<file path="config.mk">
export PLATFORM = sky130hd
export DESIGN_NAME = sram_port_arbiter_flat
export DESIGN_NICKNAME = d
export VERILOG_FILES = /design/src/rtl/sram_port_arbiter_if.sv /design/src/rtl/sram_port_arbiter.sv /design/src/flat_wrapper.sv
export SDC_FILE = /design/constraint.sdc
export NUM_CORES = 1
export LEC_CHECK = 0
export BUFFER_PORTS_ARGS = -buffer_cell sky130_fd_sc_hd__buf_2
export CORE_AREA = 2 2 99 101
export DETAILED_ROUTE_END_ITERATION = 12
export DIE_AREA = 0 0 101 103
export GPL_TIMING_DRIVEN = 0
export HOLD_SLACK_MARGIN = 0.06
export PLACE_DENSITY_LB_ADDON = 0.08
export SETUP_SLACK_MARGIN = 0.3
export SLEW_MARGIN = 40
export SYNTH_ARGS = -nofsm -noshare
export SYNTH_HDL_FRONTEND = slang
export SYNTH_SLANG_ARGS = --single-unit
</file>
<file path="constraint.sdc">
create_clock -name clk_i -period 2.4 [get_ports clk_i]
set_input_delay 0.12 -clock clk_i [delete_from_list [all_inputs] [get_ports clk_i]]
set_output_delay 0.12 -clock clk_i [all_outputs]
set_load 0.005 [all_outputs]
</file>
<file path="src/rtl/sram_port_arbiter_if.sv">
// Two-requester SRAM arbiter bus: both request ports plus the SRAM side.
// slave = arbiter view, master = requesters/SRAM environment view.
interface sram_port_arbiter_if #(
  parameter int ADDR_W = 12,
  parameter int DATA_W = 32
);
  localparam int MW = DATA_W / 8;

  logic              p0_req_i;
  logic              p0_lock_i;
  logic              p0_we_i;
  logic [ADDR_W-1:0] p0_addr_i;
  logic [DATA_W-1:0] p0_wdata_i;
  logic [MW-1:0]     p0_wmask_i;
  logic              p0_gnt_o;
  logic              p0_rvalid_o;
  logic [DATA_W-1:0] p0_rdata_o;

  logic              p1_req_i;
  logic              p1_lock_i;
  logic              p1_we_i;
  logic [ADDR_W-1:0] p1_addr_i;
  logic [DATA_W-1:0] p1_wdata_i;
  logic [MW-1:0]     p1_wmask_i;
  logic              p1_gnt_o;
  logic              p1_rvalid_o;
  logic [DATA_W-1:0] p1_rdata_o;

  logic              sram_csb_o;
  logic              sram_web_o;
  logic [ADDR_W-1:0] sram_addr_o;
  logic [DATA_W-1:0] sram_wdata_o;
  logic [MW-1:0]     sram_wmask_o;
  logic [DATA_W-1:0] sram_rdata_i;

  modport slave (
    input  p0_req_i, p0_lock_i, p0_we_i,
    input  p0_addr_i, p0_wdata_i, p0_wmask_i,
    output p0_gnt_o, p0_rvalid_o, p0_rdata_o,
    input  p1_req_i, p1_lock_i, p1_we_i,
    input  p1_addr_i, p1_wdata_i, p1_wmask_i,
    output p1_gnt_o, p1_rvalid_o, p1_rdata_o,
    output sram_csb_o, sram_web_o, sram_addr_o,
    output sram_wdata_o, sram_wmask_o,
    input  sram_rdata_i
  );

  modport master (
    output p0_req_i, p0_lock_i, p0_we_i,
    output p0_addr_i, p0_wdata_i, p0_wmask_i,
    input  p0_gnt_o, p0_rvalid_o, p0_rdata_o,
    output p1_req_i, p1_lock_i, p1_we_i,
    output p1_addr_i, p1_wdata_i, p1_wmask_i,
    input  p1_gnt_o, p1_rvalid_o, p1_rdata_o,
    input  sram_csb_o, sram_web_o, sram_addr_o,
    input  sram_wdata_o, sram_wmask_o,
    output sram_rdata_i
  );
endinterface

</file>
<file path="src/rtl/sram_port_arbiter.sv">
// Two-port SRAM arbiter: round-robin with lockable bursts (MAX_BURST).
// Ports: clk_i, rst_ni, bus (slave). Option: SRAM_ARB_FIXED_PRIO_EN.
module sram_port_arbiter #(
  parameter int ADDR_W    = 12,
  parameter int DATA_W    = 32,
  parameter int MAX_BURST = 8
) (
  input logic                clk_i,
  input logic                rst_ni,
  sram_port_arbiter_if.slave bus
);
  localparam int MW = DATA_W / 8;
  localparam logic [7:0] MAXB = 8'(MAX_BURST);

  typedef enum logic [1:0] {
    IDLE,
    OWN0,
    OWN1
  } state_e;

  state_e      state_q, state_d;
  logic        last_q, last_d;
  logic [7:0]  cnt_q, cnt_d;
  logic [1:0]  rpend_q, rpend_d;
  logic        gnt0, gnt1;

  logic [ADDR_W-1:0] addr_w;
  logic [DATA_W-1:0] wdata_w;
  logic [MW-1:0]     wmask_w;

  always_comb begin
    state_d = state_q;
    last_d  = last_q;
    cnt_d   = cnt_q;
    gnt0    = 1'b0;
    gnt1    = 1'b0;
    unique case (state_q)
      IDLE: begin
        if (bus.p0_req_i && bus.p1_req_i) begin
`ifdef SRAM_ARB_FIXED_PRIO_EN
          gnt1 = 1'b1;
`else
          // last_q names the previous winner
          gnt0 = last_q;
          gnt1 = !last_q;
`endif
        end else begin
          gnt0 = bus.p0_req_i;
          gnt1 = bus.p1_req_i;
        end
        // a one-grant burst budget leaves nothing to lock
        if (MAXB > 8'd1) begin
          if (gnt0 && bus.p0_lock_i) begin
            state_d = OWN0;
            cnt_d   = 8'd1;
          end
          if (gnt1 && bus.p1_lock_i) begin
            state_d = OWN1;
            cnt_d   = 8'd1;
          end
        end
      end
      OWN0: begin
        gnt0 = bus.p0_req_i;
        cnt_d = cnt_q + 8'd1;
        if (!bus.p0_req_i || !bus.p0_lock_i
            || cnt_d == MAXB) begin
          state_d = IDLE;
          cnt_d   = 8'd0;
        end
      end
      OWN1: begin
        gnt1 = bus.p1_req_i;
        cnt_d = cnt_q + 8'd1;
        if (!bus.p1_req_i || !bus.p1_lock_i
            || cnt_d == MAXB) begin
          state_d = IDLE;
          cnt_d   = 8'd0;
        end
      end
      default: begin
        state_d = IDLE;
        cnt_d   = 8'd0;
      end
    endcase
    // keep the SRAM deselected while reset is held
    if (!rst_ni) begin
      gnt0 = 1'b0;
      gnt1 = 1'b0;
    end
    if (gnt0) last_d = 1'b0;
    if (gnt1) last_d = 1'b1;
    rpend_d = {gnt1 & !bus.p1_we_i, gnt0 & !bus.p0_we_i};
  end

  always_ff @(posedge clk_i or negedge rst_ni) begin
    if (!rst_ni) begin
      state_q <= IDLE;
      last_q  <= 1'b1;
      cnt_q   <= 8'd0;
      rpend_q <= 2'b00;
    end else begin
      state_q <= state_d;
      last_q  <= last_d;
      cnt_q   <= cnt_d;
      rpend_q <= rpend_d;
    end
  end

  always_comb begin
    addr_w  = '0;
    wdata_w = '0;
    wmask_w = '0;
    if (gnt0) begin
      addr_w  = bus.p0_addr_i;
      wdata_w = bus.p0_wdata_i;
      wmask_w = bus.p0_wmask_i;
    end else if (gnt1) begin
      addr_w  = bus.p1_addr_i;
      wdata_w = bus.p1_wdata_i;
      wmask_w = bus.p1_wmask_i;
    end
  end

  assign bus.p0_gnt_o     = gnt0;
  assign bus.p1_gnt_o     = gnt1;
  assign bus.sram_csb_o   = !(gnt0 | gnt1);
  assign bus.sram_web_o   = gnt0 ? !bus.p0_we_i
                          : gnt1 ? !bus.p1_we_i : 1'b1;
  assign bus.sram_addr_o  = addr_w;
  assign bus.sram_wdata_o = wdata_w;
  assign bus.sram_wmask_o = wmask_w;

  assign bus.p0_rvalid_o = rpend_q[0];
  assign bus.p1_rvalid_o = rpend_q[1];
  assign bus.p0_rdata_o  = rpend_q[0] ? bus.sram_rdata_i : '0;
  assign bus.p1_rdata_o  = rpend_q[1] ? bus.sram_rdata_i : '0;
endmodule

</file>
<file path="src/flat_wrapper.sv">
// flat-port wrapper written by rule: the top's interface ports become plain ports
module sram_port_arbiter_flat 
#(
  parameter int ADDR_W    = 12,
  parameter int DATA_W    = 32,
  parameter int MAX_BURST = 8
)
  (clk_i, rst_ni, bus_p0_req_i, bus_p0_lock_i, bus_p0_we_i, bus_p0_addr_i, bus_p0_wdata_i, bus_p0_wmask_i, bus_p0_gnt_o, bus_p0_rvalid_o, bus_p0_rdata_o, bus_p1_req_i, bus_p1_lock_i, bus_p1_we_i, bus_p1_addr_i, bus_p1_wdata_i, bus_p1_wmask_i, bus_p1_gnt_o, bus_p1_rvalid_o, bus_p1_rdata_o, bus_sram_csb_o, bus_sram_web_o, bus_sram_addr_o, bus_sram_wdata_o, bus_sram_wmask_o, bus_sram_rdata_i);
  sram_port_arbiter_if #(.ADDR_W(ADDR_W), .DATA_W(DATA_W)) bus_i ();
  input logic clk_i;
  input logic rst_ni;
  input wire logic [$bits(bus_i.p0_req_i)-1:0] bus_p0_req_i;
  input wire logic [$bits(bus_i.p0_lock_i)-1:0] bus_p0_lock_i;
  input wire logic [$bits(bus_i.p0_we_i)-1:0] bus_p0_we_i;
  input wire logic [$bits(bus_i.p0_addr_i)-1:0] bus_p0_addr_i;
  input wire logic [$bits(bus_i.p0_wdata_i)-1:0] bus_p0_wdata_i;
  input wire logic [$bits(bus_i.p0_wmask_i)-1:0] bus_p0_wmask_i;
  output wire logic [$bits(bus_i.p0_gnt_o)-1:0] bus_p0_gnt_o;
  output wire logic [$bits(bus_i.p0_rvalid_o)-1:0] bus_p0_rvalid_o;
  output wire logic [$bits(bus_i.p0_rdata_o)-1:0] bus_p0_rdata_o;
  input wire logic [$bits(bus_i.p1_req_i)-1:0] bus_p1_req_i;
  input wire logic [$bits(bus_i.p1_lock_i)-1:0] bus_p1_lock_i;
  input wire logic [$bits(bus_i.p1_we_i)-1:0] bus_p1_we_i;
  input wire logic [$bits(bus_i.p1_addr_i)-1:0] bus_p1_addr_i;
  input wire logic [$bits(bus_i.p1_wdata_i)-1:0] bus_p1_wdata_i;
  input wire logic [$bits(bus_i.p1_wmask_i)-1:0] bus_p1_wmask_i;
  output wire logic [$bits(bus_i.p1_gnt_o)-1:0] bus_p1_gnt_o;
  output wire logic [$bits(bus_i.p1_rvalid_o)-1:0] bus_p1_rvalid_o;
  output wire logic [$bits(bus_i.p1_rdata_o)-1:0] bus_p1_rdata_o;
  output wire logic [$bits(bus_i.sram_csb_o)-1:0] bus_sram_csb_o;
  output wire logic [$bits(bus_i.sram_web_o)-1:0] bus_sram_web_o;
  output wire logic [$bits(bus_i.sram_addr_o)-1:0] bus_sram_addr_o;
  output wire logic [$bits(bus_i.sram_wdata_o)-1:0] bus_sram_wdata_o;
  output wire logic [$bits(bus_i.sram_wmask_o)-1:0] bus_sram_wmask_o;
  input wire logic [$bits(bus_i.sram_rdata_i)-1:0] bus_sram_rdata_i;
  assign bus_i.p0_req_i = bus_p0_req_i;
  assign bus_i.p0_lock_i = bus_p0_lock_i;
  assign bus_i.p0_we_i = bus_p0_we_i;
  assign bus_i.p0_addr_i = bus_p0_addr_i;
  assign bus_i.p0_wdata_i = bus_p0_wdata_i;
  assign bus_i.p0_wmask_i = bus_p0_wmask_i;
  assign bus_p0_gnt_o = bus_i.p0_gnt_o;
  assign bus_p0_rvalid_o = bus_i.p0_rvalid_o;
  assign bus_p0_rdata_o = bus_i.p0_rdata_o;
  assign bus_i.p1_req_i = bus_p1_req_i;
  assign bus_i.p1_lock_i = bus_p1_lock_i;
  assign bus_i.p1_we_i = bus_p1_we_i;
  assign bus_i.p1_addr_i = bus_p1_addr_i;
  assign bus_i.p1_wdata_i = bus_p1_wdata_i;
  assign bus_i.p1_wmask_i = bus_p1_wmask_i;
  assign bus_p1_gnt_o = bus_i.p1_gnt_o;
  assign bus_p1_rvalid_o = bus_i.p1_rvalid_o;
  assign bus_p1_rdata_o = bus_i.p1_rdata_o;
  assign bus_sram_csb_o = bus_i.sram_csb_o;
  assign bus_sram_web_o = bus_i.sram_web_o;
  assign bus_sram_addr_o = bus_i.sram_addr_o;
  assign bus_sram_wdata_o = bus_i.sram_wdata_o;
  assign bus_sram_wmask_o = bus_i.sram_wmask_o;
  assign bus_i.sram_rdata_i = bus_sram_rdata_i;
  sram_port_arbiter #(.ADDR_W(ADDR_W), .DATA_W(DATA_W), .MAX_BURST(MAX_BURST)) u_core (.clk_i(clk_i), .rst_ni(rst_ni), .bus(bus_i));
endmodule
</file>
## Word level (Yosys, flattened, before mapping)

Cells that the tools add are included.

| storage, ports and cells | value |
|---|---|
| word-level logic and storage cells | 62 |
| output and inout bits | 118 |
| flip-flop bits (word level) | 13 |
| input bits | 136 |

| operators by class | value |
|---|---|
| bitwise operators | 3 |
| reductions and logical operators | 18 |
| muxes and demuxes | 30 |
| $add $sub $neg | 1 |
| eq/ne operators | 6 |

Operator list:

| cell | number |
|---|---|
| 32-bit two-way mux | 4 |
| 8-bit two-way mux | 4 |
| 12-bit two-way mux | 2 |
| 8-bit case mux with 3 select lines | 1 |
| 1-bit two-way mux | 10 |
| 8-bit by 1-bit adder with 8-bit output, second input constant | 1 |
| 8-bit by 4-bit == test with 1-bit output, second input constant | 1 |
| 1-bit logical NOT | 8 |
| 2-bit two-way mux | 4 |
| 4-bit two-way mux | 2 |
| 2-bit case mux with 3 select lines | 1 |
| 1-bit logical OR | 4 |
| 2-bit by 1-bit inequality test with 1-bit output, second input constant | 2 |
| 1-bit case mux with 2 select lines | 2 |
| 1-bit logical AND | 3 |
| 3-bit by 1-bit inequality test with 1-bit output, second input constant | 1 |
| 3-bit AND reduction | 1 |
| 1-bit AND | 2 |
| 2-bit by 1-bit == test with 1-bit output, second input constant | 1 |
| 2-bit == test, second input constant | 1 |
| 2-bit logical NOT | 1 |
| 2-bit nonzero test | 1 |
| 1-bit OR | 1 |

## Longest topological paths before layout

| logic depth | value |
|---|---|
| depth in word-level cells | 7 |
| mapped depth | 6 |
| mapped depth without buffers | 5 |

## Worst setup path before layout

No wires, ideal clock.

| timing | value |
|---|---|
| kind | register -> register |
| from | register u_core.last_q |
| to | register u_core.cnt_q[0] |
| slack | 0.869 ns |
| period minus slack after synthesis | 1.531 ns |
| data arrival time | 1.397 ns |
| buffers on the path | 0 |
| stages on the path, launching flop included | 6 |
| library setup time | 0.133 ns |
| required time | 2.267 ns |
| cells stage by stage | dfstp_2 nand2_1 a311o_1 nor2_2 or3_1 o211ai_1 |

| on the way | value |
|---|---|
| word-level cells in the longest chain between the ends | 6 |
| elaborated cells between the ends (all ways) | 10 |
| classes of those cells | eq/ne: 1; mux: 6; reduce/logical: 3 |

RTL lines:

| element | RTL line | source |
|---|---|---|
| from (decl) | sram_port_arbiter.sv:22 | `logic last_q, last_d;` |
| from (signal assigned) | sram_port_arbiter.sv:104 | `last_q <= last_d;` |
| 1-bit logical NOT | sram_port_arbiter.sv:45 | `gnt1 = !last_q;` |
| 1-bit two-way mux | sram_port_arbiter.sv:39 | `if (bus.p0_req_i && bus.p1_req_i) begin` |
| 1-bit two-way mux | sram_port_arbiter.sv:37 | `unique case (state_q)` |
| 1-bit logical AND | sram_port_arbiter.sv:57 | `if (gnt1 && bus.p1_lock_i) begin` |
| 8-bit two-way mux | sram_port_arbiter.sv:57 |  |
| 8-bit case mux with 3 select lines | sram_port_arbiter.sv:37 |  |
| to (signal assigned) | sram_port_arbiter.sv:105 | `cnt_q <= cnt_d;` |
| to (decl) | sram_port_arbiter.sv:23 | `logic [7:0] cnt_q, cnt_d;` |

Parallel ways exist; a longest one is shown, timed or not. The select of a mux whose other input is x is not followed.
A chain may end at the register's enable or synchronous reset.

## Final worst setup path

| timing | value |
|---|---|
| from | register u_core.last_q |
| to | output port bus_sram_wmask_o[1] |

| on the way | value |
|---|---|
| word-level cells in the longest chain between the ends | 7 |
| elaborated cells between the ends (all ways) | 11 |
| classes of those cells | mux: 10; reduce/logical: 1 |

RTL lines:

| element | RTL line | source |
|---|---|---|
| 1-bit logical NOT | sram_port_arbiter.sv:45 |  |
| 1-bit two-way mux | sram_port_arbiter.sv:39 |  |
| 1-bit two-way mux | sram_port_arbiter.sv:37 |  |
| 1-bit case mux with 2 select lines | sram_port_arbiter.sv:37 |  |
| 1-bit two-way mux | sram_port_arbiter.sv:87 | `if (!rst_ni) begin` |
| 4-bit two-way mux | sram_port_arbiter.sv:118 | `end else if (gnt1) begin` |
| 4-bit two-way mux * | sram_port_arbiter.sv:114 | `if (gnt0) begin` |
| to (decl) | flat_wrapper.sv:34 | `output wire logic [$bits(bus_i.sram_wmask_o)-1:0] bus_sram_wmask_o;` |

Mark *: on every way between the ends. The rest lies on a longest branch, timed or not. The select of a mux whose other input is x is not followed.

==> metrics.txt <==
status finished clean; critical-path maximum fanout 10; worst clock skew 0.00411 ns; initial drt markers 58; Post-synth EDFFs 0; Synth Cell Area 1700 µm²; CTS Buf Count 3; Clk Tree Root Cell clkbuf_8; worst setup path startpoint u_core.last_q; WS Path Type register to primary output; fin crit share 81.4%; first-pass GRT wire length 11700 µm; num ports 254; Slew @ Worst Pin 0.589 ns; Placeable Area 9460 µm²; count of state elements after synthesis 13; Max Slew Vio Count 0; Startpoint Class register; Primary FF master, synth dfrtp_1; I/O Buffers 253; CP max stage cell dfstp_2; GRT overflow 0; Area Overhead vs Synth 88.7%; H-tree levels 1; GRT Overall Usage 14.2%; Routed met3 length 766 µm; Antenna diodes 0; placed cell count 588; Seq/Total Area, Yosys 19.2%; WHS 0.0995 ns; Met2 Routed Length 4640 µm; VDD IR max 194 µV; worst r2r dst u_core.cnt_q[0]; top sig layer met4; drt first pass iters 4; worst slack, placed 0.546 ns; reg-to-reg critical path startpoint u_core.last_q; Critical Path Max Stage Delay 0.55 ns; Final HPWL DP 7430 µm; Fmax 512 MHz; die area 10400 µm²; Final Core Density 33.9%; clock buffer depth 2; max cap viols 0; PD cells 420 nW/µm²; WL met1 3090 µm; post-CTS setup buffer count 0; largest net degree at the start of global routing 13; leak pwr 1.97 nW; post-synth net total 358; max_slew headroom 60.6%; initial antenna violation count 0; final hold violations 0; Layout Nets 619; register clock-pin slew on the reported worst setup and hold paths 0.06 ns; Mapped Avg Cell Area 7.69 µm²; DRT antenna net count 0; RSZ-0062 raised after global routing no; WHS Endpoint u_core.rpend_q[1]; startpoint of the worst hold path bus_p1_we_i; Crit path max-delay family flip-flops; crit-path cells nand2_1 > nor2_1 > nor2_4 > buf_4 > a22o_1 > buf_2; Routed WL per cell 14.4 µm; initial cell density of the core 18.0%; Final setup violation count 0; height of the chip 103 µm; routed vias/inst 4.42; number of global-route vias before repair 2300; Synthesis Warnings 0; drt drc 0; Vias 2628; Period minus WS final 1.95 ns; routed wire length 8550 µm; HP Class input port to register; CP required 2.28 ns; CP arrival 1.83 ns; Worst R2R Setup Slack 0.68 ns; routability cong. 0.708; post-synthesis cell type count 40; final setup margin 0.446 ns; crit path capture type primary output; final cell count without fillers 595; row count 36; WP buf/inv 2; Worst Reg2Reg Path Length in Cells 5; Hold Crit Depth 2; share of cells above drive strength 1 57.8%; die width 101 µm; setup TNS 0 ns; post-synthesis async set-or-reset flop share 100%; TritonCTS clock tree done; CTS sink cnt 13; worst skew pair latency 0.24 ns; post-synthesis cell count 221
==> registers in the layout, indices dropped and copies added, names as in the netlist <==
name            cells
u_core.cnt_q        8
u_core.last_q       1
u_core.rpend_q      2
u_core.state_q      2
==> repair_timing <==
item,in CTS,in global routing
endpoints found under the setup margin,2,43
hold buffers,3,0
resized for setup,2,5
hold endpoints to repair,13,0
==> routing by layer <==
metal | global-route usage, % | up-vias
met3 | 3.12 | 4
met4 | 2.70 | 0
met2 | 28.4 | 147
li1 | - | 1326
met1 | 15.4 | 1151
met5 | 0 | -
==> logic make-up (layout without fill, tap and decap cells) <==
| family | count (synthesis) | after routing | synth area share (%) |
|---|---|---|---|
| AOI/OAI and AO/OA | 75 | 75 | 36.0 |
| xor gates and xnor gates | 1 | 1 | 0.516 |
| adders and majority gates | 1 | 1 | 0.736 |
| buffers and inverters | 21 | 281 | 5.38 |
| DFF | 13 | 13 | 19.2 |
| muxes | 1 | 1 | 0.589 |
| and+or+nand+nor | 109 | 109 | 37.6 |
==> power by group <==
part           leakage [nW]  internal (mW)  switching, mW
Sequential            0.173          0.263         0.0572
Clock                0.0228          0.117         0.0822
Combinational          1.77          0.424          0.404
Total                  1.97          0.804          0.543
==> final cells by class <==
class | count | area [µm²]
Clock buffer | 4 | 45.0
Sequential cell | 13 | 327
Multi-Input combinational cell | 187 | 1290
Timing Repair Buffer | 256 | 1300
Tap cell | 114 | 143
Inverter | 4 | 15.0
Buffer | 17 | 86.3
Fill cell | 1040 | 6250
==> cells in the final DEF, fill, tap and decap left out, types with 2 or more instances in the layout <==
cell           Yosys  final
dfrtp_1           12     12
inv_1              4      4
dlygate4sd3_1      0      3
clkbuf_1           7      8
nand3_1            4      4
nor2_1             8      8
buf_2             10    259
nand4b_1           2      2
o21ai_0            4      4
buf_4              0      2
o221ai_1           2      2
clkbuf_8           0      3
o21ai_1            7      7
clkbuf_4           0      2
or3_1              2      2
and2_1            67     67
nand2_1           14     14
a21oi_1            4      4
a22o_1            48     48
==> worst max path at each step <==
stage | endpoint | depth (start not counted)
floorplan | u_core.cnt_q[0] | 5
global placement | bus_sram_wmask_o[2] | 6
detailed placement | bus_sram_wmask_o[2] | 6
CTS | bus_sram_wmask_o[2] | 7
global route | bus_sram_wmask_o[1] | 6
finish | bus_sram_wmask_o[1] | 6
==> through the flow <==
stage | total power [mW] | cell area (µm²)
floorplan | 0.738 | 1700
global placement | 1.15 | 3110
detailed placement | 1.15 | 3110
CTS | 1.36 | 3190
global route | 1.48 | 3210
finish | 1.35 | 3210
==> cells in the mapped netlist, types with 2 or more instances <==
cell type | n | share of area, %
and2_1 | 67 | 25
inv_1 | 4 | 0.88
o21ai_1 | 7 | 2.1
buf_2 | 10 | 2.9
nand2_1 | 14 | 3.1
nand4b_1 | 2 | 1.0
nand3_1 | 4 | 1.2
dfrtp_1 | 12 | 18
or3_1 | 2 | 0.74
nor2_2 | 2 | 0.74
a22o_1 | 48 | 25
nor2_1 | 8 | 1.8
a21oi_1 | 4 | 1.2
o221ai_1 | 2 | 1.0
clkbuf_1 | 7 | 1.5
o21ai_0 | 4 | 1.2
No activity file was read; power rests on OpenSTA's default activity.
